**src/rtl/reg_wb_arbiter.sv**
```systemverilog
// rtl/reg_wb_arbiter.sv - round-robin write-back arbiter for the register file write port
// Optional decode bypass of the pending write is enabled with macro WB_FWD_EN.
module reg_wb_arbiter #(
  parameter int DATA_WIDTH = 32,
  parameter int ADDR_WIDTH = 5,
  parameter int CNT_WIDTH  = 16
) (
  input  logic                  clk,
  input  logic                  resetn,
  input  logic [2:0]            req_valid,
  output logic [2:0]            req_ready,
  input  logic [ADDR_WIDTH-1:0] req_addr0,
  input  logic [ADDR_WIDTH-1:0] req_addr1,
  input  logic [ADDR_WIDTH-1:0] req_addr2,
  input  logic [DATA_WIDTH-1:0] req_data0,
  input  logic [DATA_WIDTH-1:0] req_data1,
  input  logic [DATA_WIDTH-1:0] req_data2,
  output logic                  rf_wen,
  output logic [ADDR_WIDTH-1:0] rf_waddr,
  output logic [DATA_WIDTH-1:0] rf_wdata,
  output logic [CNT_WIDTH-1:0]  conflict_cnt,
  input  logic                  cnt_clr
`ifdef WB_FWD_EN
  ,
  input  logic [ADDR_WIDTH-1:0] fwd_raddr1,
  input  logic [ADDR_WIDTH-1:0] fwd_raddr2,
  output logic                  fwd_hit1,
  output logic                  fwd_hit2,
  output logic [DATA_WIDTH-1:0] fwd_data1,
  output logic [DATA_WIDTH-1:0] fwd_data2
`endif
);

  logic [1:0]            rr_ptr;
  logic [1:0]            rr_ptr_nxt;
  logic [2:0]            grant;
  logic                  xfer;
  logic                  conflict;
  logic [ADDR_WIDTH-1:0] sel_addr;
  logic [DATA_WIDTH-1:0] sel_data;

  // First valid requester starting from rr_ptr, wrapping mod 3.
  always_comb begin
    grant = 3'b000;
    case (rr_ptr)
      2'd1: begin
        if (req_valid[1])      grant = 3'b010;
        else if (req_valid[2]) grant = 3'b100;
        else if (req_valid[0]) grant = 3'b001;
      end
      2'd2: begin
        if (req_valid[2])      grant = 3'b100;
        else if (req_valid[0]) grant = 3'b001;
        else if (req_valid[1]) grant = 3'b010;
      end
      default: begin
        if (req_valid[0])      grant = 3'b001;
        else if (req_valid[1]) grant = 3'b010;
        else if (req_valid[2]) grant = 3'b100;
      end
    endcase
  end

  assign req_ready = grant & {3{resetn}};
  assign xfer      = |grant;
  assign conflict  = (req_valid[0] & req_valid[1]) |
                     (req_valid[0] & req_valid[2]) |
                     (req_valid[1] & req_valid[2]);

  always_comb begin
    sel_addr   = req_addr0;
    sel_data   = req_data0;
    rr_ptr_nxt = rr_ptr;
    if (grant[0]) begin
      rr_ptr_nxt = 2'd1;
    end else if (grant[1]) begin
      sel_addr   = req_addr1;
      sel_data   = req_data1;
      rr_ptr_nxt = 2'd2;
    end else if (grant[2]) begin
      sel_addr   = req_addr2;
      sel_data   = req_data2;
      rr_ptr_nxt = 2'd0;
    end
  end

  // Writes to r0 are consumed but never enabled.
  always_ff @(posedge clk or negedge resetn) begin
    if (!resetn) begin
      rr_ptr   <= 2'd0;
      rf_wen   <= 1'b0;
      rf_waddr <= '0;
      rf_wdata <= '0;
    end else begin
      rr_ptr <= rr_ptr_nxt;
      rf_wen <= xfer && (sel_addr != '0);
      if (xfer) begin
        rf_waddr <= sel_addr;
        rf_wdata <= sel_data;
      end
    end
  end

  always_ff @(posedge clk or negedge resetn) begin
    if (!resetn) begin
      conflict_cnt <= '0;
    end else if (cnt_clr) begin
      conflict_cnt <= '0;
    end else if (conflict && (conflict_cnt != {CNT_WIDTH{1'b1}})) begin
      conflict_cnt <= conflict_cnt + CNT_WIDTH'(1);
    end
  end

`ifdef WB_FWD_EN
  assign fwd_hit1  = rf_wen && (rf_waddr == fwd_raddr1) && (fwd_raddr1 != '0);
  assign fwd_hit2  = rf_wen && (rf_waddr == fwd_raddr2) && (fwd_raddr2 != '0);
  assign fwd_data1 = rf_wdata;
  assign fwd_data2 = rf_wdata;
`endif

endmodule

```
**config.mk**
```make
export PLATFORM = sky130hd
export DESIGN_NAME = reg_wb_arbiter
export DESIGN_NICKNAME = d
export VERILOG_FILES = /design/src/rtl/reg_wb_arbiter.sv
export SDC_FILE = /design/constraint.sdc
export NUM_CORES = 1
export LEC_CHECK = 0
export CORE_MARGIN = 8
export CORE_UTILIZATION = 39
export CTS_BUF_LIST = sky130_fd_sc_hd__clkbuf_8
export DETAILED_ROUTE_END_ITERATION = 8
export PLACE_DENSITY_LB_ADDON = 0.08
export SYNTH_ARGS = -nofsm -noshare
export SYNTH_HDL_FRONTEND = slang
export SYNTH_SLANG_ARGS = --single-unit
```
**constraint.sdc**
```tcl
create_clock -name clk -period 2.35 [get_ports clk]
set_input_delay 0.47 -clock clk [delete_from_list [all_inputs] [get_ports clk]]
set_output_delay 0.47 -clock clk [all_outputs]
set_load 0.03 [all_outputs]
```
* Word level (Yosys, flattened, before mapping)
Index checks and enable logic that the tools add are counted.
** Operators by class
- Add/subtract/negate cells :: 1
- Multiplexer cells :: 21
- Reductions and logical operators :: 6
- Bitwise logic cells :: 6
- Eq/ne operators :: 3
** Operator list (number)
- 2-to-1 mux 32 bit :: 3
- 2-to-1 mux 16 bit :: 2
- 2-to-1 mux 3 bit :: 6
- adder 16 x 1 -> 16 bit (second input constant) :: 1
- inequality test 16 bit (second input constant) :: 1
- 2-to-1 mux 5 bit :: 3
- 2-to-1 mux 2 bit :: 5
- one-hot mux 3 bit (2 select lines) :: 1
- nonzero test 5 bit :: 1
- AND 1 bit :: 3
- AND 3 bit :: 1
- nonzero test 3 bit :: 1
- OR reduction 3 bit :: 1
- == test 2 x 1 -> 1 bit (second input constant) :: 1
- == test 2 bit (second input constant) :: 1
- logical AND 1 bit :: 2
- bitwise OR 1 bit :: 2
- nonzero test 2 bit :: 1
- 2-to-1 mux 1 bit :: 1
** Storage, ports and cells
- Output and inout bits :: 57
- Register bits after elaboration :: 56
- Logic and storage cells :: 42
- Input bits :: 117

* Depth between registers and ports, before layout
- Word-level depth :: 9
- Mapped depth :: 9
- Mapped depth without buffers :: 8

* Worst setup path after synthesis
No wires, ideal clock.
- Path type :: register to output
- Start point :: reg rr_ptr[0]
- End point :: out req_ready[1]
- Data required time :: 1.880 ns
- Path slack :: 0.073 ns
- Arrival time :: 1.807 ns
- Path buffers :: 2
- Cell stages (with the launch flop) :: 8
- Path through :: dfrtp_1 > inv_1 > ha_1 > buf_2 > nor2b_1 > o31ai_4 > clkbuf_1 > nor2_1
** Between the ends
- Word-level cells in the longest chain between the ends :: 3
- Elaborated cells on any way between the ends :: 4
- Those cells by class :: 2 x eq/ne; 1 x mux; 1 x bitwise
** Ends and longest elaborated chain
- start, declared :: RTL line 34 : logic [1:0] rr_ptr;
- start signal, assigned :: RTL line 95 : rr_ptr <= rr_ptr_nxt;
- == test 2 bit or == test 2 x 1 -> 1 bit (tied branches) :: RTL line 45 : case (rr_ptr)
- one-hot mux 3 bit (2 select lines) * :: RTL line 45
- AND 3 bit * :: RTL line 64 : assign req_ready = grant & {3{resetn}};
- end, declared :: RTL line 11 : output logic [2:0] req_ready,
Mark *: on every way between the ends. The rest lies on a longest branch, timed or not.

* Worst setup path in the final report
- Start point :: in req_valid[1]
- End point :: out req_ready[2]
** Between the ends
- Word-level cells in the longest chain between the ends :: 4
- Elaborated cells on any way between the ends :: 5
- Those cells by class :: 4 x mux; 1 x bitwise
** Ends and longest elaborated chain
- start, declared :: RTL line 10 : input logic [2:0] req_valid,
- 2-to-1 mux 3 bit :: RTL line 58 : else if (req_valid[1]) grant = 3'b010;
- 2-to-1 mux 3 bit :: RTL line 57 : if (req_valid[0]) grant = 3'b001;
- one-hot mux 3 bit (2 select lines) * :: RTL line 45
- AND 3 bit * :: RTL line 64
Marks and branches as above.

==> out/metrics.yaml <==
cts_max_level: 2
die_x_um: 102
yosysTopAreaCellShare: 0.486
utilization: 0.694
drt-pass1-iter-count: 4
p_sw_frac: 0.442
worstMarginPinSlew_ns: 0.721
rr_worst_depth: 8
total_power_mw: 5.46
cp.arrival_ns: 1.83
fillers: 583
path_delay_family: "buffers and inverters"
ys_seq_area_frac: 0.486
avgRoutedWirePerCell_um: 17.7
ir_drop_mv: 0.711
port_buffers: 173
hold_viol: 0
period_needed_ns: 2.30
drive_gt1_frac: 0.0948
synth_seq_cells: 56
yosysTopAreaCell: "dfrtp_1"
max_cap_violations: 0
critPathCaptureType: "output pin"
crit_required_ns: 1.88
p_leak_nw: 1.96
hp-class: "in -> async"
clk_latency_ns: 0.31
cpPeakStageDelay_ns: 0.43
p_clk_frac: 0.103
hpwlAfterDp_um: 8000
worstPathCellList: "clkdlybuf4s50_1 -> buf_4 -> nor2_1 -> nand3_1 -> a21oi_2 -> buf_4"
routabilityCongestion: 0.871
synth_cells: 305
grt_remaining_overflow: 0
ys_top_cells_by_area: "dfrtp_1, o22ai_1, a21oi_1"
maxSlewHeadroom: 0.519
initial_core_util: 0.400
holdBufCountCts: 0
p_seq_frac: 0.270
r2r-end: "rf_wen"
regToRegStartpoint: "rr_ptr[1]"
final_nets: 604
ant_nets: 0
grt_pass1_vias: 3200
avgSynthCellArea_um2: 9.45
ios: 174
critical_path_buf_inv_count: 3
die_h_um: 102
num_antenna_cells: 0
antenna_found_initial: 0
cp.depth: 6
timing.fmax_mhz: 434
cellPowerDensity_nw_per_um2: 1090
reg2reg_slack_ns: 0.24
rows: 31
synth_area_um2: 2880
tritoncts: "built"
p_comb_frac: 0.628
synth-edff-count: 0
yosys_warnings: 0
clock-root-buffer: "clkbuf_8"
via_count: 3157
syn_nets: 425
fin_skew_ns: 0.00731
setup-tns-final_ns: 0
grtUsageTotal: 0.197
fin_crit_sh: 0.980
power.switching_mw: 2.42
synth_most_common_cell: "o22ai_1"
setup_viol: 0
cts_buffers: 5
grt_pass1_wl_um: 16200
drc_errors: 0
crit_path_top_delay_cell: "clkdlybuf4s50_1"
clock_path_buffers: 2
drt_iter0_markers: 80
drv_slew: 0
ys_types: 45
outcome: "complete, no violations"
coreArea_um2: 7210
synth_ff_type: "dfrtp_1"
netlist_top_cells_count: "o22ai_1, dfrtp_1, a21oi_1, nor2_1, nand2_1"
async_flop_share: 1.00
crit_path_max_fanout: 5
whs_ns: 0.356
crit_type: "in -> out"
finalWirelength_um: 10400
critPathLaunchType: "input pin"
internal_power_mw: 3.05
cts_sinks: 56
area_growth_pct: 73.7
path_clk_slew_ns: 0.10
path_common_cell: "buf_4"
grt_max_degree: 57
die_area_um2: 10400
vias_per_cell: 5.41
## sequential cells by signal, summed over array words and instances, names as in the netlist
register      flops
rf_wen            1
conflict_cnt     16
rf_waddr          5
rr_ptr            2
rf_wdata         32
## through the flow
| stage | setup WS (ns) | cells | cell area (um2) |
|---|---|---|---|
| after floorplan | 0.0726 | 305 | 2880 |
| after global placement | 0.00660 | 575 | 4840 |
| after detailed placement | -0.101 | 575 | 4840 |
| after CTS | -0.0610 | 583 | 4950 |
| after global routing | -0.00851 | 584 | 5010 |
| final | 0.0467 | 584 | 5010 |
## metal layers
metal	vias up	GRT usage	part of all wire
met3	10	0.0593	0.082
met4	0	0.0463	0.011
met5	-	0	0
met1	1500	0.235	0.42
met2	121	0.338	0.49
li1	1526	-	-
## what timing repair did
item	in CTS	in global routing
cloned	0	0
setup endpoints to repair	3	3
setup buffers	0	1
gates resized for setup	6	11
## area by class of cell
class,count,area (um2),area share
clock buffers,6,82.6,0.0165
clock inverters,2,11.3,0.00225
inverters,6,22.5,0.00450
multi-input cells,223,1430,0.286
flip-flops and latches,56,1400,0.280
well taps,99,124,0.0247
repair buffers,192,1930,0.386
## cells in the final DEF (no fill, tap or decap), types with 2 or more instances in the layout
master and instances:
a21o_1 2, a21oi_1 37, a21oi_2 3, a221oi_1 3
and2_1 2, and3_1 5, and4_1 3, buf_12 5
buf_4 16, clkbuf_8 6, clkdlybuf4s50_1 167, dfrtp_1 56
dlymetal6s2s_1 2, ha_4 2, inv_1 6, nand2_1 18
nand3_1 9, nand4_1 4, nor2_1 20, nor2_2 2
nor2b_4 2, nor3_1 3, o21ai_0 4, o21ai_1 4
o22ai_1 63, o31a_1 2, xnor2_1 4, xor2_1 10
## cell families after synthesis
logic type | after synthesis | share of synthesized area
AOI/OAI and AO/OA | 133 | 0.290
xor gates and xnor gates | 14 | 0.0425
adders and majority gates | 4 | 0.0165
DFF | 56 | 0.486
and+or+nand+nor | 72 | 0.124
buffers and inverters | 26 | 0.0417
## worst max path at each step
stage | startpoint | slack, ns | end
final | req_valid[1] | 0.05 | req_ready[2]
after global routing | rr_ptr[0] | -0.009 | req_ready[1]
after CTS | req_valid[0] | -0.06 | req_ready[1]
after detailed placement | req_valid[1] | -0.10 | rf_wen
after global placement | req_valid[2] | 0.007 | req_ready[1]
after floorplan | rr_ptr[0] | 0.07 | req_ready[1]
## power groups by stage
stage          logic (mW)  clock network, mW  registers, mW
2_1_floorplan        1.31                  0           2.11
3_3_place_gp         3.30                  0           1.48
3_5_place_dp         3.33                  0           1.49
4_1_cts              3.37              0.577           1.47
5_1_grt              3.70              0.614           1.51
6_report             3.43              0.561           1.47
Note: power is estimated with default switching activity, not from simulation.
